--- src/rtl/multisim_bridge_pkg.sv ---
// Shared types and width helpers for the command-to-memory bridge that sits
// behind the multisim pull/push server.
package multisim_bridge_pkg;

  typedef enum logic [1:0] {
    OP_READ    = 2'd0,
    OP_WRITE   = 2'd1,
    OP_NOP     = 2'd2,
    OP_ILLEGAL = 2'd3
  } op_e;

  typedef enum logic [1:0] {
    ST_OK      = 2'd0,
    ST_BUS_ERR = 2'd1,
    ST_TIMEOUT = 2'd2,
    ST_BAD_OP  = 2'd3
  } status_e;

  typedef enum logic [1:0] {
    S_IDLE = 2'd0,
    S_REQ  = 2'd1,
    S_WAIT = 2'd2,
    S_RESP = 2'd3
  } state_e;

  function automatic int cmd_width(input int aw, input int dw);
    return 2 + aw + dw;
  endfunction

  function automatic int rsp_width(input int dw);
    return 2 + dw;
  endfunction

endpackage

--- src/rtl/multisim_cmd_mem_bridge.sv ---
// Pulls one command at a time from the server, runs it as a single memory bus
// access and pushes back exactly one status/data response per command.
module multisim_cmd_mem_bridge
  import multisim_bridge_pkg::*;
#(
  parameter int ADDR_WIDTH     = 32,
  parameter int DATA_WIDTH     = 64,
  parameter int TIMEOUT_CYCLES = 1000,
  localparam int CMD_WIDTH     = cmd_width(ADDR_WIDTH, DATA_WIDTH),
  localparam int RSP_WIDTH     = rsp_width(DATA_WIDTH)
) (
  input  logic                  clk,
  input  logic                  rst_n,
  input  logic                  cmd_vld,
  output logic                  cmd_rdy,
  input  logic [CMD_WIDTH-1:0]  cmd_data,
  output logic                  rsp_vld,
  input  logic                  rsp_rdy,
  output logic [RSP_WIDTH-1:0]  rsp_data,
  output logic                  mem_req,
  input  logic                  mem_gnt,
  output logic                  mem_we,
  output logic [ADDR_WIDTH-1:0] mem_addr,
  output logic [DATA_WIDTH-1:0] mem_wdata,
  input  logic                  mem_rvalid,
  input  logic [DATA_WIDTH-1:0] mem_rdata,
  input  logic                  mem_err,
  output logic [15:0]           stale_rsp_cnt
);

  localparam logic [31:0] TO_LAST = 32'(TIMEOUT_CYCLES) - 32'd1;
  localparam logic [DATA_WIDTH-1:0] ZERO_DATA = '0;

  state_e                state, state_next;
  logic                  cmd_rdy_next;
  logic                  rsp_vld_next;
  logic [RSP_WIDTH-1:0]  rsp_data_next;
  logic                  mem_req_next;
  logic                  mem_we_next;
  logic [ADDR_WIDTH-1:0] mem_addr_next;
  logic [DATA_WIDTH-1:0] mem_wdata_next;
  logic [31:0]           tcnt, tcnt_next;
  logic [1:0]            cmd_op;
  logic                  timeout_hit;

  assign cmd_op = cmd_data[CMD_WIDTH-1 -: 2];
  // Fires on the edge at which the counter would reach TIMEOUT_CYCLES; >= keeps
  // it live in WAIT when a grant beat the timeout on the last REQ cycle.
  assign timeout_hit = (TIMEOUT_CYCLES != 0) && (tcnt >= TO_LAST);

  always_ff @(posedge clk) begin
    if (!rst_n) begin
      state         <= S_IDLE;
      cmd_rdy       <= 1'b0;
      rsp_vld       <= 1'b0;
      rsp_data      <= '0;
      mem_req       <= 1'b0;
      mem_we        <= 1'b0;
      mem_addr      <= '0;
      mem_wdata     <= '0;
      tcnt          <= '0;
      stale_rsp_cnt <= '0;
    end else begin
      state     <= state_next;
      cmd_rdy   <= cmd_rdy_next;
      rsp_vld   <= rsp_vld_next;
      rsp_data  <= rsp_data_next;
      mem_req   <= mem_req_next;
      mem_we    <= mem_we_next;
      mem_addr  <= mem_addr_next;
      mem_wdata <= mem_wdata_next;
      tcnt      <= tcnt_next;
      if (mem_rvalid && (state != S_WAIT) && (stale_rsp_cnt != 16'hFFFF))
        stale_rsp_cnt <= stale_rsp_cnt + 16'd1;
    end
  end

  always_comb begin
    state_next     = state;
    rsp_vld_next   = rsp_vld;
    rsp_data_next  = rsp_data;
    mem_req_next   = mem_req;
    mem_we_next    = mem_we;
    mem_addr_next  = mem_addr;
    mem_wdata_next = mem_wdata;
    tcnt_next      = tcnt;

    case (state)
      S_IDLE: begin
        if (cmd_vld && cmd_rdy) begin
          tcnt_next = '0;
          case (cmd_op)
            OP_READ, OP_WRITE: begin
              state_next     = S_REQ;
              mem_req_next   = 1'b1;
              mem_we_next    = cmd_op[0];
              mem_addr_next  = cmd_data[DATA_WIDTH +: ADDR_WIDTH];
              mem_wdata_next = cmd_data[DATA_WIDTH-1:0];
            end
            OP_NOP: begin
              state_next    = S_RESP;
              rsp_vld_next  = 1'b1;
              rsp_data_next = {ST_OK, ZERO_DATA};
            end
            default: begin
              state_next    = S_RESP;
              rsp_vld_next  = 1'b1;
              rsp_data_next = {ST_BAD_OP, ZERO_DATA};
            end
          endcase
        end
      end
      S_REQ: begin
        if (mem_gnt) begin
          state_next   = S_WAIT;
          mem_req_next = 1'b0;
          tcnt_next    = tcnt + 32'd1;
        end else if (timeout_hit) begin
          state_next    = S_RESP;
          mem_req_next  = 1'b0;
          rsp_vld_next  = 1'b1;
          rsp_data_next = {ST_TIMEOUT, ZERO_DATA};
        end else begin
          tcnt_next = tcnt + 32'd1;
        end
      end
      S_WAIT: begin
        if (mem_rvalid) begin
          state_next    = S_RESP;
          rsp_vld_next  = 1'b1;
          rsp_data_next = {(mem_err ? ST_BUS_ERR : ST_OK),
                           ((!mem_we && !mem_err) ? mem_rdata : ZERO_DATA)};
        end else if (timeout_hit) begin
          state_next    = S_RESP;
          rsp_vld_next  = 1'b1;
          rsp_data_next = {ST_TIMEOUT, ZERO_DATA};
        end else begin
          tcnt_next = tcnt + 32'd1;
        end
      end
      S_RESP: begin
        if (rsp_rdy) begin
          state_next   = S_IDLE;
          rsp_vld_next = 1'b0;
        end
      end
      default: state_next = S_IDLE;
    endcase

    cmd_rdy_next = (state_next == S_IDLE);
  end

endmodule
--- config.mk ---
export PLATFORM = sky130hd
export DESIGN_NAME = multisim_cmd_mem_bridge
export DESIGN_NICKNAME = d
export VERILOG_FILES = /design/src/rtl/multisim_bridge_pkg.sv /design/src/rtl/multisim_cmd_mem_bridge.sv
export SDC_FILE = /design/constraint.sdc
export NUM_CORES = 1
export LEC_CHECK = 0
export CAP_MARGIN = 30
export CORE_MARGIN = 2
export CORE_UTILIZATION = 40
export CTS_CLUSTER_SIZE = 25
export DETAILED_ROUTE_END_ITERATION = 12
export DONT_BUFFER_PORTS = 1
export MAX_ROUTING_LAYER = met4
export PLACE_DENSITY = 0.53
export SETUP_SLACK_MARGIN = 0.2
export SLEW_MARGIN = 20
export SYNTH_ARGS = -nofsm -noshare
export SYNTH_HDL_FRONTEND = slang
export SYNTH_SLANG_ARGS = --single-unit
--- constraint.sdc ---
create_clock -name clk -period 3.1 [get_ports clk]
set_input_delay 0.62 -clock clk [delete_from_list [all_inputs] [get_ports clk]]
set_output_delay 0.62 -clock clk [all_outputs]
set_load 0.01 [all_outputs]
## Yosys cells after proc, flatten, opt, wreduce, memory -nomap -nowiden

Index checks and enable logic that the tools add are counted.

| cells by class | value |
|---|---|
| add/sub/neg operators | 2 |
| order comparisons | 1 |
| equal/unequal tests | 14 |
| muxes and demuxes | 32 |
| reduce and logical (&&, ||, !) cells | 17 |

Operator list:

| cell | count |
|---|---|
| $mux W66 | 4 |
| $pmux W66 S3 | 1 |
| $pmux W66 S2 | 1 |
| $mux W32 | 4 |
| $pmux W32 S3 | 1 |
| $mux W64 | 1 |
| $add A32 B1 Y32 const B | 1 |
| $ge A32 B10 Y1 const B | 1 |
| $add A16 B1 Y16 const B | 1 |
| $ne A16 B16 Y1 const B | 1 |
| $mux W2 | 6 |
| $ne A2 B2 Y1 const B | 6 |
| $reduce_and A4 Y1 | 3 |
| $mux W1 | 11 |
| $pmux W2 S4 | 1 |
| $eq A2 B2 Y1 const B | 3 |
| $logic_not A2 Y1 | 3 |
| $reduce_and A3 Y1 | 2 |
| $eq A2 B1 Y1 const B | 2 |
| $logic_and A1 B1 Y1 | 4 |
| $pmux W1 S4 | 1 |
| $ne A3 B3 Y1 const B | 1 |
| $reduce_bool A3 Y1 | 1 |
| $logic_not A1 Y1 | 2 |
| 4 further kinds | 4 |

| storage, ports and cells | value |
|---|---|
| flip-flop bits (word level) | 216 |
| input bits | 169 |
| logic and storage cells | 76 |

## Longest topological paths before layout

Gate-level depths: netlist (run 1).

| logic depth | value |
|---|---|
| depth after elaboration | 6 |
| mapped depth | 11 |

## Worst setup path after synthesis (run 1)

Ideal clock, no wire load.

| timing path | value |
|---|---|
| kind | register -> register |
| start | register state[0] |
| end | register tcnt[19] |
| library setup time | 0.101 ns |
| data arrival time | 2.072 ns |
| data required time | 2.999 ns |
| path slack | 0.927 ns |
| cell stages (with the launch flop) | 10 |
| path buffers | 2 |
| clock period less this slack | 2.173 ns |
| cell sequence | dfxtp_1 > inv_1 > ha_1 > buf_2 > a21oi_2 > nand2_1 > clkbuf_1 > nor2_1 > nand3_2 > o41ai_1 |

| between the ends | value |
|---|---|
| cells in the longest elaborated chain, start to end | 3 |

RTL lines:

| item | RTL line | RTL |
|---|---|---|
| start, declared | multisim_cmd_mem_bridge.sv:34 | `state_e state, state_next;` |
| start signal, assigned | multisim_cmd_mem_bridge.sv:64 | `state <= state_next;` |
| $eq A2 B2 Y1, or another cell as far along | multisim_cmd_mem_bridge.sv:88 | `case (state)` |
| $ne A2 B2 Y1 (no line) or $reduce_bool A3 Y1 (tied branches) | n/a |  |
| $reduce_and A3 Y1 (no line) | n/a |  |
| end signal, assigned | multisim_cmd_mem_bridge.sv:72 | `tcnt <= tcnt_next;` |
| end, declared | multisim_cmd_mem_bridge.sv:42 | `logic [31:0] tcnt, tcnt_next;` |

Parallel ways exist; a longest one is shown, timed or not.
A chain may end at the register's enable or synchronous reset.

## Final worst setup path (run 1)

| timing path | value |
|---|---|
| start | register state[0] |
| end | register tcnt[18] |

The elaborated chain is that of the path after synthesis.

==> summary.txt, run 1 <==
Critical path
  – CP max-delay cell: nor2_1
  – CP Cell Sequence: inv_1, ha_1, or2_2, nand2_1, nor2_1, buf_4, o21ai_0, a311oi_1
  – Startpoint Class: flip-flop
  – Critical Path RT: 3530 ps
  – WP data arrival: 3000 ps
  – Setup crit end kind: flip-flop
  – Peak fanout along the critical path: 12
  – Slowest cell delay on critical path: 460 ps
  – Critical path class: reg2reg

Worst hold path
  – Hold WC Path Type: in2reg

Yosys
  – Yosys warns: 0
  – Yosys top cell area share: 44.6%
  – Seq/Total Area, Yosys: 44.6%
  – Post-synth cell types: 68
  – Syn nets: 1348
  – Largest area contributor in the netlist: dfxtp_1
  – Top post-synthesis cells by area: dfxtp_1, a21oi_1, nand2_1
  – Synthesized area: 9700 um2
  – Mapped Cells: 1173
  – Asr flop ratio synth: 0%
  – Main synth FF type: dfxtp_1
  – Post-synth EDFFs: 0
  – Seq cells post-synth: 216
  – Post-Syn Area per Cell: 8.27 um2

Global routing
  – Total track usage: 22.4%
  – Initial antenna violation count: 0
  – GRT busiest layer: met2
  – Global-route wire length before repair: 45700 um
  – Grt ovf: 0
  – M3 GR Usage: 7.27%
  – Routing usage on met2: 34.9%
  – Met1 Resource Use GR: 28.3%
  – Vias in the first global route: 7921
  – Largest net degree at the start of global routing: 128

Flow run
  – Max-Cap Viols: 0

Power
  – Clk pwr share: 34.6%
  – Leak: 3.87 nW
  – Sw frac: 33.8%
  – Peak VDD IR: 0.427 mV
  – Switching power total: 0.00277 W
  – Power per Cell Area: 765 nW/um2
  – Combinational power share: 27.9%
  – Reg power frac: 37.5%
  – Internal power: 0.00543 W

CTS
  – Clock Tree Buf Depth: 3
  – Number of buffers inserted during clock tree synthesis: 24
  – Clk_lat worst skew: 530 ps
  – Clock slew at reported path FFs: 60 ps
  – Setup Fix Bufs, Post-CTS: 0
  – CTS tree: built
  – CTS Sinks: 216
  – CTS resizes: 0
  – # H-tree levels: 1
  – CTS Root Cell: clkbuf_16
  – Hold-fix buffers at CTS: 0

Timing
  – Final Hold Fails: 0
  – Slew @ Worst Pin: 908 ps
  – RSZ-0062 raised after global routing: false
  – Slew Viols, Final: 0
  – Final worst-path cycle share: 82.7%
  – Fin Hold WS: 219 ps
  – Fmax achieved: 390 MHz
  – Tmin final: 2560 ps
  – Worst slew margin: 39.5%
  – Final Skew: 8.70 ps
  – Final number of setup-violating endpoints: 0
  – Fin Setup TNS: 0 ps

Floorplanning
  – I/O Pins: 351
  – # rows: 56
  – Starting density of the core: 41.1%
  – Die Width: 160 um
  – Core Area: 23600 um2
  – Die Y: 160 um
  – Die area: 25500 um2

Drt
  – Total number of vias: 8642
  – Post-DR vias/cell: 5.92
  – Drt drc: 0
  – DR WL/cell: 20.3 um
  – Final WL: 29600 um
  – Antenna-violating nets left: 0
  – DRT iter0 DRCs: 619
  – DRT Pass-1 Iters: 7

Placement
  – RePlAce Congestion: 0.909
  – Final HPWL DP: 20100 um
  – IO buf count: 0

Layout
  – Ant diodes: 0
  – Area Overhead vs Synth: 10.5%
  – Filler cells: 2344
  – Share of cells above drive strength 1: 7.63%
  – NumNets Final: 1298

Run status
  – Run status: completed
worst paths after layout:
kind                                endpoint  depth (start not counted)  slack (ps)           from
worst max register to register      tcnt[18]                          8         540       state[0]
worst max-delay path                tcnt[18]                          8         540       state[0]
worst min register to register      tcnt[31]                          1         490       tcnt[31]
worst min-delay path            rsp_data[51]                          1         220  mem_rdata[51]
cell usage in the layout, fill, tap and decap left out, drive strengths merged, types with 11 or more instances in the layout:
| cell | netlist | final |
|---|---|---|
| a21o | 50 | 50 |
| a21oi | 174 | 174 |
| a221oi | 50 | 50 |
| a31oi | 13 | 13 |
| and3 | 17 | 17 |
| buf | 23 | 20 |
| clkbuf | 73 | 34 |
| dfxtp | 216 | 216 |
| inv | 16 | 17 |
| nand2 | 224 | 224 |
| nand3 | 18 | 18 |
| nand4 | 23 | 23 |
| nor2 | 34 | 34 |
| nor3 | 69 | 69 |
| nor4 | 11 | 11 |
| o21ai | 17 | 17 |
| o31ai | 12 | 12 |
| xor2 | 12 | 12 |
metal layers:
layer	part of all wire, %	vias to the layer above
met4	1.5	0
met5	0	-
met3	10	32
met1	42	4043
met2	47	369
li1	-	4198
stage by stage:
stage	power (W)	area (um2)	utilization, %	worst slack (ps)	std cells
6_report	0.00820	10700	45.4	536	1459
5_1_grt	0.00865	10700	45.4	350	1459
4_1_cts	0.00829	10700	45.4	590	1459
3_5_place_dp	0.00543	9920	42.0	595	1416
3_3_place_gp	0.00539	9920	42.0	597	1416
2_1_floorplan	0.00491	9700	-	927	1173
Yosys cell counts (8+ instances only):
master	number
inv_1	16
dfxtp_1	216
buf_2	11
o21ai_0	16
nor3_1	69
a22o_1	8
a21oi_1	173
a221oi_1	50
nand2_1	224
xor2_1	12
nand4_1	22
nand3_1	17
o31ai_1	11
and3_1	15
a32o_1	8
nor2_1	34
clkbuf_1	73
and4_1	9
a311oi_1	9
a21o_1	50
and2_1	9
a31oi_1	13
registers in the layout, indices dropped and copies added (netlist names):
name           cells
stale_rsp_cnt     16
mem_we             1
mem_wdata         64
rsp_vld            1
state              2
rsp_data          66
tcnt              32
cmd_rdy            1
mem_req            1
mem_addr          32
critical path, delay by kind of cell (launching register included):
| kind | cells | cell delay [ps] |
|---|---|---|
| AND/OR/NAND/NOR | 3 | 980 |
| adder cells (fa/ha/maj) | 1 | 430 |
| AO/OA/AOI/OAI | 2 | 370 |
| flip-flops | 1 | 350 |
| buffers and inverters | 2 | 340 |
kinds of logic after synthesis:
| kind of cell | share of synthesized area, % |
|---|---|
| mux | 0.103 |
| xor+xnor | 1.35 |
| buf+inv | 5.06 |
| compound gates | 26.6 |
| flops | 44.6 |
| simple gates | 21.5 |
| fa+ha+maj | 0.774 |
layout make-up:
type                            instances  area (um2)  area share, %
Multi-Input combinational cell        844        4910           45.8
Tap cell                              319         399           3.72
Inverter                               17        68.8          0.642
Clock inverter                          9        88.8          0.829
Timing Repair Buffer                   20         225           2.10
Clock buffer                           34         708           6.61
Sequential cell                       216        4320           40.3
power by group through the flow:
stage	logic (W)	registers (W)	clock network (W)
2_1_floorplan	0.00182	0.00308	0
3_3_place_gp	0.00226	0.00314	0
6_report	0.00229	0.00307	0.00284
3_5_place_dp	0.00229	0.00314	0
4_1_cts	0.00230	0.00308	0.00292
5_1_grt	0.00253	0.00309	0.00303
Power figures use the tool's default switching activity.
==> run 2, diff against run 1 <==
==> constraint.sdc (replaced) <==
create_clock -name clk -period 2.54 [get_ports clk]
set_input_delay 0.508 -clock clk [delete_from_list [all_inputs] [get_ports clk]]
set_output_delay 0.508 -clock clk [all_outputs]
set_load 0.01 [all_outputs]
==> summary.txt, run 2 (same netlist as run 1, synthesis figures left out) <==
Run status
  – Run status: completed

Global routing
  – Largest net degree at the start of global routing: 98 (-23%)
  – Routing usage on met2: 36.5% (+1.6 points)
  – Grt ovf: 0 (unchanged)
  – Total track usage: 22.8% (+0.40 points)
  – M3 GR Usage: 7.90% (+0.62 points)
  – Global-route wire length before repair: 46600 um (+2.1%)
  – Vias in the first global route: 8274 (+4.5%)
  – GRT busiest layer: met2
  – Met1 Resource Use GR: 27.2% (-1.1 points)
  – Initial antenna violation count: 1 (+1)

Placement
  – Placed cell count: 1433 (+1.2%)
  – Final HPWL DP: 20500 um (+2.1%)
  – RePlAce Congestion: 0.839 (-7.7%)
  – IO buf count: 0 (unchanged)
  – Cell Area, Placed: 10100 um2 (+1.6%)

CTS
  – Number of buffers inserted during clock tree synthesis: 26 (+8.3%)
  – Clock Tree Buf Depth: 3 (unchanged)
  – Clock slew at reported path FFs: 60 ps (about the same)
  – Clk_lat worst skew: 530 ps (about the same)
  – # H-tree levels: 1 (unchanged)
  – CTS Root Cell: clkbuf_16
  – CTS resizes: 0 (unchanged)
  – Hold-fix buffers at CTS: 0 (unchanged)
  – CTS tree: built
  – CTS Sinks: 216 (unchanged)
  – Setup Fix Bufs, Post-CTS: 0 (unchanged)

Timing
  – Fin Setup TNS: 0 ps (unchanged)
  – Slew Viols, Final: 0 (unchanged)
  – RSZ-0062 raised after global routing: true
  – Worst slew margin: 56.9% (+17 points)
  – Slew @ Worst Pin: 646 ps (-262 ps)
  – Tmin final: 2230 ps (-336 ps)
  – Final Skew: 13.7 ps (+5.01 ps)
  – Fmax achieved: 449 MHz (+15%)
  – Final number of setup-violating endpoints: 0 (unchanged)
  – Final Hold Fails: 0 (unchanged)
  – Final worst-path cycle share: 87.7% (+5.0 points)

Critical path
  – Peak fanout along the critical path: 81 (+69)
  – Crit. Startpoint: state[0]
  – Reg2reg path depth: 8 (unchanged)
  – Reg2Reg Capture Point: rsp_data[47]
  – CP endpoint: rsp_data[47]
  – Worst reg2reg setup slack: 310 ps (-220 ps)
  – R2r startpoint: state[0]
  – WP data arrival: 2620 ps (-380 ps)
  – Startpoint Class: flip-flop
  – Setup crit end kind: flip-flop
  – Critical Path RT: 2940 ps (-590 ps)
  – Critical path class: reg2reg

Floorplanning
  – Die area: 25500 um2 (unchanged)
  – # rows: 56 (unchanged)
  – I/O Pins: 351 (unchanged)
  – Core Area: 23600 um2 (unchanged)
  – Die Width: 160 um (unchanged)
  – Die Y: 160 um (unchanged)
  – Starting density of the core: 41.1% (unchanged)

Power
  – Power per Cell Area: 941 nW/um2 (+23%)
  – Leak: 4.02 nW (+3.9%)
  – Peak VDD IR: 0.510 mV (+19%)

Drt
  – Drt drc: 0 (unchanged)
  – Final WL: 30300 um (+2.2%)
  – Post-DR vias/cell: 5.92 (about the same)
  – DRT iter0 DRCs: 716 (+16%)
  – DR WL/cell: 20.4 um (+0.63%)
  – Antenna-violating nets left: 0 (unchanged)
  – Total number of vias: 8771 (+1.5%)
  – DRT Pass-1 Iters: 4 (-3)

Layout
  – Top reg by flops: rsp_data
  – Area of the multi-input gates: 4990 um2 (+1.6%)
  – Commonest non-fill, non-tap cell in the layout: nand2_1
  – Filler cells: 2358 (+0.60%)
  – Top Registers: rsp_data: 66 flops, mem_wdata: 64 flops
  – Seq. cell area: 4330 um2 (about the same)
  – Area Overhead vs Synth: 13.5%
  – Most frequent cells in the layout: nand2_1, dfxtp_1, a21oi_1
  – Share of cells above drive strength 1: 9.72% (+2.1 points)
  – NumNets Final: 1319 (+1.6%)
  – Max FFs per register: 66 (unchanged)
  – Post-route cell area: 11000 um2 (+2.8%)
  – Non-filler instance count after layout: 1482 (+1.6%)

Worst hold path
  – Hold WC Path Type: in2reg

Flow run
  – Max-Cap Viols: 0 (unchanged)
## run 2: cell types whose count changed in the layout (fill, tap and decap cells not counted), sizes merged
cell	change
clkbuf	+7
o21ai	+1
buf	+17
diode	+1
clkinvlp	-3
or4	+1
clkinv	-1
## run 2: how the worst min path moves through the flow
stage | from | end | cells after the start
after floorplan | tcnt[31] | tcnt[31] | 1
after global placement | tcnt[31] | tcnt[31] | 1
after detailed placement | tcnt[31] | tcnt[31] | 1
after CTS | mem_rdata[51] | rsp_data[51] | 1
after global routing | mem_rdata[55] | rsp_data[55] | 1
final | mem_rdata[55] | rsp_data[55] | 1
## run 2: critical path, cell delays in order (launching register included)
cell and delay (ps):
dfxtp_2 370, inv_1 70, ha_1 310, and2b_2 240
o211a_1 140, and3_2 240, buf_16 210, a221oi_1 380
nor3_1 90
## run 2: routing by layer
metal / vias to the layer above / routed length [um] / share of wire, %
met3: 49 / 3090 / 10
met5: - / 0 / 0
li1: 4241 / - / -
met1: 4121 / 12200 / 40
met4: 0 / 635 / 2.1
met2: 360 / 14300 / 47
## run 2: area by class of cell
cell class	instances	area share (%)
Tap cell	319	3.62
Timing Repair Buffer	37	3.63
Clock buffer	41	6.96
Antenna cell	1	0.0227
Clock inverter	5	0.591
Inverter	17	0.625
Multi-Input combinational cell	846	45.3
Sequential cell	216	39.3
## run 2: power breakdown
| part | switching, W | internal (W) |
|---|---|---|
| logic | 0.00184 | 0.00117 |
| registers | 0.000214 | 0.00354 |
| clock network | 0.00143 | 0.00216 |
| total | 0.00349 | 0.00688 |
## run 2: stage by stage
stage | util, % | hold WS (ps) | total power (W) | setup WS [ps]
after CTS | 46.2 | 86.4 | 0.0103 | 257
after floorplan | - | 454 | 0.00599 | 367
final | 46.7 | 104 | 0.0104 | 312
after global routing | 46.7 | 84.7 | 0.0109 | 182
after global placement | 42.6 | 474 | 0.00666 | 233
after detailed placement | 42.7 | 485 | 0.00672 | 259
